<file path="src/rtl/imem_loader.sv">
// imem_loader: boot-time instruction-memory writer.
// Receives a framed byte stream and assembles little-endian 32-bit words. Each word is written to
// consecutive instruction-memory addresses. The core is held in reset until a complete,
// checksum-valid program has been written.
//
// Frame: MAGIC, COUNT_LO, COUNT_HI, COUNT x 4 data bytes, CHECK (XOR of count and data bytes).
//
// Ports:
//   clock_i       clock
//   reset_n_i     asynchronous active-low reset
//   rx_data_i     received byte
//   rx_valid_i    one-cycle strobe qualifying rx_data_i
//   wr_enable_o   instruction-memory write strobe (one cycle per word)
//   wr_addr_o     write byte address, held until the next write
//   wr_data_o     write word, held until the next write
//   core_reset_o  active-high core reset, low only once a program is loaded and verified
//   done_o        program loaded and verified
//   error_o       frame rejected (oversized count, bad checksum or inter-byte timeout)
module imem_loader #(
    parameter logic [31:0] BASE_ADDR      = 32'h0000_0000,
    parameter logic [7:0]  MAGIC          = 8'hA5,
    parameter int unsigned MAX_WORDS      = 256,
    parameter int unsigned TIMEOUT_CYCLES = 100000
) (
    input  logic        clock_i,
    input  logic        reset_n_i,
    input  logic [7:0]  rx_data_i,
    input  logic        rx_valid_i,
    output logic        wr_enable_o,
    output logic [31:0] wr_addr_o,
    output logic [31:0] wr_data_o,
    output logic        core_reset_o,
    output logic        done_o,
    output logic        error_o
);

    typedef enum logic [2:0] {
        StIdle,
        StCntLo,
        StCntHi,
        StData,
        StCheck,
        StDone,
        StError
    } state_e;

    state_e      state_q;
    logic [15:0] count_q;
    logic [15:0] index_q;
    logic [1:0]  byte_cnt_q;
    logic [23:0] shift_q;     // first three bytes of the word in flight, oldest in [7:0]
    logic [7:0]  xor_q;
    logic [31:0] timer_q;

    always_ff @(posedge clock_i or negedge reset_n_i) begin
        if (!reset_n_i) begin
            state_q      <= StIdle;
            count_q      <= 16'd0;
            index_q      <= 16'd0;
            byte_cnt_q   <= 2'd0;
            shift_q      <= 24'd0;
            xor_q        <= 8'd0;
            timer_q      <= 32'd0;
            wr_enable_o  <= 1'b0;
            wr_addr_o    <= BASE_ADDR;
            wr_data_o    <= 32'd0;
            core_reset_o <= 1'b1;
            done_o       <= 1'b0;
            error_o      <= 1'b0;
        end else begin
            wr_enable_o <= 1'b0;

            case (state_q)
                StIdle, StDone, StError: begin
                    // MAGIC starts a fresh load from any resting state.
                    if (rx_valid_i && rx_data_i == MAGIC) begin
                        index_q      <= 16'd0;
                        xor_q        <= 8'd0;
                        byte_cnt_q   <= 2'd0;
                        core_reset_o <= 1'b1;
                        done_o       <= 1'b0;
                        error_o      <= 1'b0;
                        state_q      <= StCntLo;
                    end
                end
                StCntLo: begin
                    if (rx_valid_i) begin
                        count_q[7:0] <= rx_data_i;
                        xor_q        <= xor_q ^ rx_data_i;
                        state_q      <= StCntHi;
                    end
                end
                StCntHi: begin
                    if (rx_valid_i) begin
                        count_q[15:8] <= rx_data_i;
                        xor_q         <= xor_q ^ rx_data_i;
                        if ({16'd0, rx_data_i, count_q[7:0]} > MAX_WORDS) begin
                            error_o <= 1'b1;
                            state_q <= StError;
                        end else if ({rx_data_i, count_q[7:0]} == 16'd0) begin
                            state_q <= StCheck;
                        end else begin
                            state_q <= StData;
                        end
                    end
                end
                StData: begin
                    if (rx_valid_i) begin
                        xor_q <= xor_q ^ rx_data_i;
                        if (byte_cnt_q == 2'd3) begin
                            wr_enable_o <= 1'b1;
                            wr_addr_o   <= BASE_ADDR + {14'd0, index_q, 2'b00};
                            wr_data_o   <= {rx_data_i, shift_q};
                            index_q     <= index_q + 16'd1;
                            byte_cnt_q  <= 2'd0;
                            if (index_q + 16'd1 == count_q) begin
                                state_q <= StCheck;
                            end
                        end else begin
                            shift_q    <= {rx_data_i, shift_q[23:8]};
                            byte_cnt_q <= byte_cnt_q + 2'd1;
                        end
                    end
                end
                StCheck: begin
                    if (rx_valid_i) begin
                        if (rx_data_i == xor_q) begin
                            done_o       <= 1'b1;
                            core_reset_o <= 1'b0;
                            state_q      <= StDone;
                        end else begin
                            error_o <= 1'b1;
                            state_q <= StError;
                        end
                    end
                end
                default: state_q <= StIdle;
            endcase

            // Inter-byte timeout: counts idle edges while inside a frame. No byte is accepted
            // on an idle edge, so this never competes with the byte handling above.
            if (state_q == StCntLo || state_q == StCntHi || state_q == StData ||
                state_q == StCheck) begin
                if (rx_valid_i) begin
                    timer_q <= 32'd0;
                end else if (timer_q == TIMEOUT_CYCLES - 1) begin
                    timer_q <= 32'd0;
                    error_o <= 1'b1;
                    state_q <= StError;
                end else begin
                    timer_q <= timer_q + 32'd1;
                end
            end else begin
                timer_q <= 32'd0;
            end
        end
    end

endmodule

</file>
<file path="config.mk">
export PLATFORM = sky130hd
export DESIGN_NAME = imem_loader
export DESIGN_NICKNAME = d
export VERILOG_FILES = /design/src/rtl/imem_loader.sv
export SDC_FILE = /design/constraint.sdc
export NUM_CORES = 1
export LEC_CHECK = 0
export CAP_MARGIN = 20
export CORE_ASPECT_RATIO = 1.5
export CORE_MARGIN = 3
export CORE_UTILIZATION = 60
export CTS_CLUSTER_DIAMETER = 80
export DETAILED_ROUTE_END_ITERATION = 10
export DONT_BUFFER_PORTS = 1
export GPL_TIMING_DRIVEN = 0
export PLACE_DENSITY = 0.76
export SYNTH_ARGS = -nofsm -noshare
export SYNTH_HDL_FRONTEND = slang
export SYNTH_SLANG_ARGS = --single-unit
export TNS_END_PERCENT = 20
</file>
<file path="constraint.sdc">
create_clock -name clock_i -period 5.68 [get_ports clock_i]
set_input_delay 0.568 -clock clock_i [delete_from_list [all_inputs] [get_ports clock_i]]
set_output_delay 0.568 -clock clock_i [all_outputs]
set_load 0.02 [all_outputs]
</file>
* Word-level counts from Yosys, hierarchy flattened
Cells that the tools add are included.
** Storage, ports and cells
- Bits in registers :: 153
- Bits in latches :: 0
- Bits in writable memories :: 0
- Bits in read-only memories :: 0
- Input port bits :: 11
- Output and inout bits :: 68
- Word-level logic and storage cells :: 104
- Memories kept :: 0
** Operators by class
- Add/sub/neg operators :: 3
- Multiply operators :: 0
- Divide/modulo/power cells :: 0
- $lt $le $gt $ge :: 1
- Equal/unequal tests :: 17
- Shift-type cells :: 0
- Multiplexer cells :: 48
- Bitwise gates (word level) :: 2
- Reductions and logical operators :: 19
** Operators by type and width (number)
- $mux W32 :: 3
- $mux W16 :: 3
- $mux W3 :: 12
- $add A32 B1 Y32 const B :: 1
- $eq A32 B17 Y1 const B :: 1
- $pmux W16 S2 :: 1
- $mux W1 :: 17
- $add A16 B1 Y16 const B :: 1
- $eq A16 B16 Y1 :: 1
- $gt A16 B9 Y1 const B :: 1
- $logic_not A16 Y1 :: 1
- $mux W8 :: 2
- $pmux W8 S2 :: 1
- $pmux W3 S5 :: 1
- $reduce_and A3 Y1 :: 4
- $ne A2 B2 Y1 const B :: 5
- $eq A3 B3 Y1 const B :: 3
- $eq A8 B8 Y1 :: 1
- $eq A8 B8 Y1 const B :: 1
- $mux W2 :: 4
- $reduce_and A4 Y1 :: 2
- $xor A8 B8 Y8 :: 1
- $eq A3 B2 Y1 const B :: 2
- $reduce_bool A2 Y1 :: 3
- other kinds (13) :: 18

* Longest topological paths before layout
Gate-level depths: netlist (run 1).
- Word-level depth :: 9
- Mapped depth :: 9
- Gate-level depth less buffers :: 8

* Worst setup path after synthesis (run 1)
Ideal clock, no wire load.
- Path kind :: input-to-reg
- From :: in rx_data_i[4]
- To :: reg state_q[1]
- Library setup time :: 0.126 ns
- Data arrival time :: 2.265 ns
- Slack :: 3.288 ns
- Cell stages on the path :: 8
- Buffers on the path :: 1
- Cell sequence :: buf_2 or4_4 or4_1 o41ai_2 a21oi_1 a22o_1 o21ai_0 nand3_1
** Between the ends
- Longest elaborated chain between the ends :: 8
- Elaborated cells between the ends (all ways) :: 15
** RTL lines
- start: declaration :: line 27 : input logic [7:0] rx_data_i,
- parallel branches: the longest is 4 deep, another holds $gt A16 B9 Y1
- $pmux W3 S5 (*) :: line 73 : case (state_q)
- $mux W3 :: line 146 : end else if (timer_q == TIMEOUT_CYCLES - 1) begin
- $mux W3 :: line 144 : if (rx_valid_i) begin
- $mux W3 (*) :: line 142 : if (state_q == StCntLo || state_q == StCntHi || state_q == StData ||
- end signal: assignment :: line 83 : state_q <= StCntLo;
- end signal: assignment :: line 137 : default: state_q <= StIdle;
- end signal: assignment :: line 149 : state_q <= StError;
- end: declaration :: line 47 : state_e state_q;
Every way passes the cells marked *.
A chain may end at the register's enable or synchronous reset.

* Worst setup path after layout (run 1)
- From :: reg index_q[0]
- To :: reg state_q[1]
** Between the ends
- Longest elaborated chain between the ends :: 9
** RTL lines
- start: declaration :: line 49 : logic [15:0] index_q;
- start signal: assignment :: line 114 : index_q <= index_q + 16'd1;
- $add A16 B1 Y16 (*) :: line 116 : if (index_q + 16'd1 == count_q) begin
- $eq A16 B16 Y1 (*) :: line 116
- $mux W3 (*) :: line 116
- $mux W3 (*) :: line 110 : if (byte_cnt_q == 2'd3) begin
- $mux W3 (*) :: line 108 : if (rx_valid_i) begin
- $pmux W3 S5 (*) :: line 73
- $mux W3 :: line 146
- $mux W3 :: line 144
- $mux W3 (*) :: line 142
Every way passes the cells marked *; elsewhere a longest branch is shown, timed or not.

==> summary.txt, run 1 <==
Status
  • Status: finished clean

Clocking
  • Hold_buf cts: 2
  • Clock-pin slew on the worst setup and hold paths: 0.07 ns
  • Setup Fix Bufs, Post-CTS: 0
  • Clock sinks: 153
  • CTS tree: built
  • Max Root-Sink Buffers: 2
  • H-tree depth: 4
  • Clk_lat worst skew: 0.43 ns
  • Root Driver: clkbuf_16
  • Cts repair resizes: 0
  • Num CTS Buffers: 17

Global route
  • GR Overflow Total: 0
  • First-pass GRT wire length: 28400 um
  • Initial antenna violation count: 0
  • Vias in the first global route: 5769
  • Total GRT Usage: 26.9%
  • Largest net degree at the start of global routing: 153

Layout
  • Layout cells sized above 1: 14.0%
  • # nets final: 828
  • Ant. Diodes: 0
  • Fin area: 8210 um^2
  • Post-Layout Cell Count: 977
  • Syn-to-layout area delta: 11.7%

Pwr
  • Clock power share: 31.5%
  • P_sw: 1.21 mW
  • Max IR drop VDD: 0.000334 V
  • Flop pwr share: 50.5%
  • Sw Share: 34.6%
  • P_int: 2.29 mW
  • Lkg Pwr: 3.72 nW
  • Total power: 3.49 mW
  • PD cells: 426 nW/um^2
  • Comb power frac: 18.0%

Logic synthesis
  • Synth warn: 0
  • Number of flops mapped to enable cells by yosys: 0
  • Mapped Cells: 778
  • Mux cell area share after synthesis: 5.98%
  • Synth Area in Compound Gates: 7.90%
  • Synth cell count leaders: 180 x nand2_1, 152 x dfrtp_1, 66 x nor2_1
  • Yosys top cell area share: 51.8%
  • Post-synth top flop: dfrtp_1
  • Largest family of logic cells by synthesized area: simple AND/OR/NAND/NOR gates
  • Synth area leaders: dfrtp_1 52%, nand2_1 9.2%, mux2_2 6.0%, o21ai_0 3.6%, xor2_1 3.5%
  • Synth Area in XOR/XNOR: 6.80%
  • Synth Register Bits: 153
  • Simple-Gate Fraction of Synth Area: 21.8%
  • Sequential element share of the synthesized area: 52.1%
  • Cell taking the most area after synthesis: dfrtp_1
  • Async set-reset flop share out of synthesis: 100%
  • Post-Synth Adder-Cell Area: 0.511%
  • Synthesized cell area: 7340 um^2
  • Top-count cell post-synth: nand2_1
  • Distinct cell type count after synthesis: 53
  • Synth Area per Inst: 9.44 um^2

Floorplanning
  • Row cnt: 48
  • Initial Util: 62.7%
  • Die width: 96.3 um
  • I/O Pins: 79
  • Core area: 11700 um^2
  • Die area: 13600 um^2
  • Die Y: 142 um

Critical path
  • R2R Setup Slk: 2.73 ns
  • Setup crit start: index_q[0]
  • Kind of start point of the critical path: flop
  • Crit path DAT: 3.25 ns
  • CP dominant cell by count: nand3_1
  • Worst Setup Path Type: reg2reg
  • Worst R2R Path Depth: 8
  • Critical-path top delay cell: dfrtp_1
  • Cell family with most CP delay: simple AND/OR/NAND/NOR gates
  • Crit-path max FO: 8
  • CP max stage delay: 0.57 ns
  • Crit-path cells: ha_1, nand3_2, nor4_2, nand3_1, a2111oi_2, o221a_2, a31o_1, nand3_1
  • CP Buf/Inv Count: 0
  • Worst reg2reg path startpoint: index_q[0]
  • R2R Path End: state_q[1]
  • Critical path depth: 8
  • Worst setup EP type: flop
  • Worst Path Required: 5.98 ns
  • Crit path to: state_q[1]

STA
  • Worst slew pin tran: 0.699 ns
  • Final Hold Viols: 0
  • Final period utilization: 52.0%
  • Fmax: 0.339 GHz
  • Final setup violation count: 0
  • RSZ-0062 raised after global routing: no
  • Layout Skew: 0.0139 ns
  • Max transition margin: 53.2%
  • Final slew viol count: 0
  • Fin crit period: 2.95 ns
  • Setup TNS: 0 ns

Route
  • Drt drc: 0
  • DR WL/cell: 17.6 um
  • ANT nets after route: 0
  • DR pass1 iterations: 5
  • Vias/cell: 5.83
  • Initial DRC Count: 397
  • Via count: 5700
  • Total wire length: 17200 um

Placed design
  • Placed cell area: 7590 um^2
  • Dpl hpwl: 12100 um
  • Cell count after placement: 943
  • Routability cong.: 0.900
  • # port buffers: 0

Job
  • Max-Cap Viols: 0

Min path
  • Worst Hold Class: in2async
## placed cells by master (no fill, tap or decap), types with 10 or more instances in the layout
cell       synthesis  final
buf_2             11     11
a21oi_1           14     14
clkbuf_16          0     17
conb_1             1     16
nor4_1            12     12
inv_1             10     10
nand4_1           16     16
mux2_2            39     39
clkbuf_1          27     27
buf_4             16     16
xor2_1            29     29
xnor2_1           28     28
dfrtp_1          152    152
o21ai_0           53     53
nor2_1            66     66
nand2_1          180    180
nand3_1           33     33
## cells by family after synthesis
logic type / count (synthesis)
simple gates: 356
flops: 153
compound gates: 97
buf+inv: 72
xor+xnor: 57
mux: 39
fa+ha+maj: 3
other cells: 1
## stage by stage
step           utilization (%)  hold slack (ns)  setup slack [ns]
2_1_floorplan                -            0.272              3.29
3_3_place_gp              64.8            0.278              2.63
3_5_place_dp              64.8            0.278              2.60
4_1_cts                   70.1            0.189              2.77
5_1_grt                   70.1            0.207              2.57
6_report                  70.1            0.176              2.73
## power by group through the flow
stage               clock network, mW  registers [mW]  logic [mW]
floorplan                           0            1.70       0.502
global placement                    0            1.77       0.572
detailed placement                  0            1.79       0.602
CTS                              1.12            1.77       0.632
global route                     1.16            1.80       0.716
finish                           1.10            1.76       0.630
## flip-flops by register name, indices dropped and copies added, names as in the netlist, 2 cells and up
register,flops
count_q,16
shift_q,24
state_q,3
wr_addr_o,16
xor_q,8
index_q,16
timer_q,32
byte_cnt_q,2
wr_data_o,32
## layout make-up
| class | count | area, um^2 |
|---|---|---|
| buffer | 62 | 318 |
| clock buffer | 18 | 439 |
| clock inverter | 14 | 141 |
| fill | 898 | 3500 |
| inverter | 10 | 37.5 |
| multi-input combinational | 568 | 3220 |
| sequential | 153 | 3830 |
| tap | 150 | 188 |
| timing repair buffer | 2 | 37.5 |
## per-layer routing
metal / up-vias / part of all wire, % / track usage [%]
li1: 2668 / - / -
met1: 2820 / 39 / 31.2
met2: 160 / 53 / 46.9
met3: 52 / 4.0 / 5.09
met4: 0 / 3.9 / 13.1
met5: - / 0 / 0
## worst min-delay path by stage
stage,end,slack (ns),cells past startpoint
after floorplan,byte_cnt_q[0],0.27,0
after global placement,wr_addr_o[4],0.28,0
after detailed placement,wr_addr_o[5],0.28,0
after CTS,wr_data_o[25],0.19,1
after global routing,index_q[12],0.21,1
final,wr_data_o[25],0.18,1
(Power assumes the default switching activity.)
==> run 2, diff against run 1 <==
==> constraint.sdc (replaced) <==
create_clock -name clock_i -period 3 [get_ports clock_i]
set_input_delay 0.3 -clock clock_i [delete_from_list [all_inputs] [get_ports clock_i]]
set_output_delay 0.3 -clock clock_i [all_outputs]
set_load 0.02 [all_outputs]
==> summary.txt, run 2 (synthesis results as in run 1) <==
Placed design
  • Dpl ws: 0.114 ns
  • Cell count after placement: 943
  • Routability cong.: 0.900
  • # port buffers: 0
  • Dpl hpwl: 12100 um

Global route
  • Initial antenna violation count: 0
  • Largest net degree at the start of global routing: 154
  • Vias in the first global route: 5769
  • First-pass GRT wire length: 28200 um
  • GR Overflow Total: 0
  • Total GRT Usage: 26.7%

STA
  • Final Hold Viols: 153
  • Final setup violation count: 0
  • RSZ-0062 raised after global routing: no
  • Final slew viol count: 0
  • Worst Slack Setup Final: 0.164 ns
  • Final period utilization: 94.5%
  • Setup TNS: 0 ns
  • Worst slew pin tran: 0.700 ns
  • Max transition margin: 53.2%
  • Fmax: 0.353 GHz
  • Layout Skew: 0.0132 ns
  • WHS: -0.432 ns
  • Fin crit period: 2.84 ns

Status
  • Status: complete, but fails checks
  • Violated checks: hold timing

Floorplanning
  • Die area: 13600 um^2
  • Die width: 96.3 um
  • Row cnt: 48
  • Core area: 11700 um^2
  • I/O Pins: 79
  • Die Y: 142 um
  • Initial Util: 62.7%

Clocking
  • Num CTS Buffers: 17
  • Clock-pin slew on the worst setup and hold paths: 0.07 ns
  • H-tree depth: 4
  • Clk_lat worst skew: 0.43 ns
  • CTS tree: built
  • Root Driver: clkbuf_16
  • Clock sinks: 153
  • Max Root-Sink Buffers: 2
  • Setup Fix Bufs, Post-CTS: 0

Layout
  • Area of the multi-input gates: 3220 um^2
  • Final core utilization: 69.8%
  • Commonest non-fill, non-tap cell in the layout: nand2_1
  • Ant. Diodes: 0
  • Most frequent cells in the layout: 180 x nand2_1, 152 x dfrtp_1, 66 x nor2_1
  • Layout cells sized above 1: 13.9%
  • Fillers: 904
  • # nets final: 826
  • Post-Layout Cell Count: 975
  • Regs by FF count: timer_q (32), wr_data_o (32), shift_q (24)
  • Reg area: 3830 um^2
  • Syn-to-layout area delta: 11.3%

Critical path
  • Kind of start point of the critical path: flop
  • Crit-path max FO: 8
  • Crit path DAT: 3.14 ns
  • CP max stage delay: 0.56 ns
  • R2R Setup Slk: 0.16 ns
  • R2R Path End: state_q[1]
  • Critical-path top delay cell: dfrtp_1
  • Worst setup EP type: flop
  • Worst Path Required: 3.30 ns
  • Worst reg2reg path startpoint: index_q[0]
  • Worst R2R Path Depth: 8
  • Crit-path cells: ha_1, nand3_2, nor4_4, nand3_1, a2111oi_2, o221a_2, a31o_1, nand3_1
  • Worst Setup Path Type: reg2reg
  • CP dominant cell by count: nand3_1

Route
  • Initial DRC Count: 308
  • DR pass1 iterations: 6
  • Via count: 5658
  • Total wire length: 17000 um
  • Vias/cell: 5.80
  • DR WL/cell: 17.5 um
  • Drt drc: 0
  • ANT nets after route: 0

Pwr
  • Lkg Pwr: 3.72 nW
  • PD cells: 803 nW/um^2
  • Max IR drop VDD: 0.000632 V

Min path
  • Worst Hold Class: in2async

Job
  • Max-Cap Viols: 0
[run 2: cell count changes in the layout (fill, tap and decap cells not counted), sizes merged]
cell / previous run / this run
buf: 33 / 32
dlygate4sd3: 1 / 0
[run 2: timing repair]
action	in CTS	in global routing
gates resized for setup	0	1
setup endpoints to repair	0	3
endpoints found under the hold margin	153	153
[run 2: critical path: cells and delay by family (launching register included)]
family	cells	cell delay (ns)
compound gates	3	0.81
fa+ha+maj	1	0.38
flops	1	0.56
simple gates	4	0.94
[run 2: how the worst max path moves through the flow]
stage / start / end / slack [ns] / cells past startpoint
after floorplan: index_q[0] / state_q[1] / 0.69 / 8
after global placement: index_q[0] / state_q[0] / 0.18 / 8
after detailed placement: index_q[0] / state_q[1] / 0.11 / 8
after CTS: index_q[0] / state_q[1] / 0.09 / 8
after global routing: index_q[0] / state_q[1] / 0.007 / 8
final: index_q[0] / state_q[1] / 0.16 / 8
[run 2: area by class of cell]
cell class,count,area share [%]
clock buffers,18,5.37
well taps,150,2.29
inverters,10,0.459
flip-flops and latches,153,46.8
multi-input cells,568,39.4
plain buffers,62,3.89
clock inverters,14,1.73
[run 2: stage by stage]
step	power [mW]	instance area [um^2]	hold slack, ns
final	6.57	8180	-0.432
after global placement	4.43	7590	0.00958
after global routing	6.92	8180	-0.450
after detailed placement	4.52	7590	0.00986
after floorplan	4.16	7400	0.00441
after CTS	6.61	8170	-0.445
[run 2: routing by layer]
metal | vias to the layer above | global-route usage [%] | part of all wire (%)
met5 | - | 0 | 0
met4 | 0 | 13.2 | 3.5
met3 | 44 | 5.20 | 4.0
met2 | 154 | 46.5 | 54
met1 | 2796 | 30.7 | 38
li1 | 2664 | - | -
[run 2: power breakdown]
group          internal [mW]  switching (mW)
Sequential              2.62           0.722
Clock                   1.13           0.950
Combinational          0.573           0.574
Total                   4.32            2.25
==> run 3, diff against run 2 <==
--- a/config.mk
+++ b/config.mk
@@ -12,7 +12,6 @@
 export CTS_CLUSTER_DIAMETER = 80
 export DETAILED_ROUTE_END_ITERATION = 10
 export DONT_BUFFER_PORTS = 1
-export GPL_TIMING_DRIVEN = 0
 export PLACE_DENSITY = 0.76
 export SYNTH_ARGS = -nofsm -noshare
 export SYNTH_HDL_FRONTEND = slang
==> constraint.sdc (replaced) <==
create_clock -name clock_i -period 3.66 [get_ports clock_i]
set_input_delay 0.366 -clock clock_i [delete_from_list [all_inputs] [get_ports clock_i]]
set_output_delay 0.366 -clock clock_i [all_outputs]
set_load 0.02 [all_outputs]
==> summary.txt, run 3 (synthesis results as in run 1) <==
Pwr
  • Lkg Pwr: 3.53 nW
  • Flop pwr share: 51.0%
  • Max IR drop VDD: 0.000403 V
  • Comb power frac: 16.3%
  • Total power: 5.41 mW
  • Clock power share: 32.7%
  • Sw Share: 32.3%
  • P_sw: 1.75 mW
  • PD cells: 682 nW/um^2
  • P_int: 3.66 mW

Clocking
  • Setup Fix Bufs, Post-CTS: 0
  • CTS tree: built
  • Clk_lat worst skew: 0.42 ns
  • Cts repair resizes: 0
  • Max Root-Sink Buffers: 2
  • Num CTS Buffers: 17
  • Root Driver: clkbuf_16
  • Clock-pin slew on the worst setup and hold paths: 0.06 ns
  • Clock sinks: 153
  • H-tree depth: 4

Critical path
  • Worst R2R Path Depth: 8
  • Worst setup EP type: flop
  • Worst Path Required: 3.95 ns
  • Crit-path max FO: 8
  • Kind of start point of the critical path: flop
  • Crit path DAT: 2.98 ns
  • R2R Path End: state_q[0]
  • Setup crit start: index_q[0]
  • R2R Setup Slk: 0.96 ns
  • Worst reg2reg path startpoint: index_q[0]
  • Worst Setup Path Type: reg2reg

STA
  • Final slew viol count: 0
  • RSZ-0062 raised after global routing: no
  • Final period utilization: 73.6%
  • Worst slew pin tran: 0.953 ns
  • Fmax: 0.371 GHz
  • Setup TNS: 0 ns
  • WHS: -0.362 ns
  • Final setup violation count: 0
  • Final Hold Viols: 153
  • Layout Skew: 0.00892 ns
  • Fin crit period: 2.70 ns
  • Max transition margin: 36.3%

Route
  • ANT nets after route: 0
  • DR WL/cell: 17.7 um
  • Via count: 5442
  • Initial DRC Count: 423
  • Drt drc: 0
  • Vias/cell: 5.92
  • Total wire length: 16300 um
  • DR pass1 iterations: 7

Layout
  • Ant. Diodes: 0
  • # nets final: 770
  • Post-Layout Cell Count: 919
  • Commonest non-fill, non-tap cell in the layout: nand2_1
  • Fin area: 7930 um^2
  • Most frequent cells in the layout: 180 x nand2_1, 152 x dfrtp_1, 65 x nor2_1
  • Syn-to-layout area delta: 7.96%
  • Layout cells sized above 1: 12.1%
  • Regs by FF count: timer_q (32), wr_data_o (32), shift_q (24)

Placed design
  • Cell count after placement: 887
  • # port buffers: 0
  • Dpl hpwl: 10800 um
  • Placed cell area: 7320 um^2
  • Routability cong.: 1.02

Floorplanning
  • Die width: 96.3 um
  • Core area: 11700 um^2
  • Die area: 13600 um^2
  • Initial Util: 62.7%
  • Die Y: 142 um
  • Row cnt: 48
  • I/O Pins: 79

Min path
  • Worst Hold Class: in2async

Global route
  • GR Overflow Total: 0
  • First-pass GRT wire length: 27300 um
  • Vias in the first global route: 5486
  • Total GRT Usage: 25.5%
  • Largest net degree at the start of global routing: 154
  • Initial antenna violation count: 0

Status
  • Violated checks: hold timing
  • Status: complete, but fails checks

Job
  • Max-Cap Viols: 0
## run 3: changes by cell type in the layout (fill, tap and decap cells not counted), moves of 2 or more
cell / change
buf_1: -4
buf_2: -11
buf_4: -10
bufinv_16: +2
clkbuf_1: -27
clkbuf_2: -3
clkbuf_8: +2
clkinvlp_4: +3
inv_6: -3
inv_8: -5
## run 3: stage by stage
step,setup WS (ns),utilization [%],hold WS [ns]
3_5_place_dp,1.03,62.5,0.0759
5_1_grt,0.744,67.7,-0.384
3_3_place_gp,1.15,62.5,0.0755
6_report,0.965,67.7,-0.362
4_1_cts,1.00,67.7,-0.374
2_1_floorplan,1.35,-,0.0704
## run 3: power by group through the flow
stage / Clock, mW / Combinational [mW] / Sequential (mW)
floorplan: 0 / 0.779 / 2.63
global placement: 0 / 0.828 / 2.75
detailed placement: 0 / 0.875 / 2.78
CTS: 1.80 / 0.885 / 2.76
global route: 1.88 / 0.998 / 2.81
finish: 1.77 / 0.882 / 2.76
## run 3: final cells by class
class                      count  area, um^2
timing repair buffer           6        45.0
clock buffer                  20         467
multi-input combinational    568        3220
inverter                      10        37.5
fill                         871        3780
clock inverter                12         139
tap                          150         188
sequential                   153        3830
## run 3: critical path: stages (launching register included)
cell       delay (ns)
dfrtp_1          0.47
ha_1             0.33
nand3_2          0.22
nor4_2           0.49
nand3_1          0.19
a2111oi_2        0.34
o221a_2          0.26
a31o_1           0.18
a21oi_1          0.08
## run 3: metal layers
layer	wire [um]	global-route usage, %	vias to the layer above
met5	0	0	-
met4	433	11.2	0
met3	721	5.94	45
met2	8840	43.6	171
met1	6270	30.2	2681
li1	-	-	2545
## run 3: how the worst max path moves through the flow
stage                       endpoint  slack (ns)  depth (start not counted)
after floorplan           state_q[1]        1.35                          8
after global placement    state_q[1]        1.15                          8
after detailed placement  state_q[0]        1.03                          8
after CTS                 state_q[0]        1.00                          8
after global routing      state_q[0]        0.74                          8
final                     state_q[0]        0.96                          8
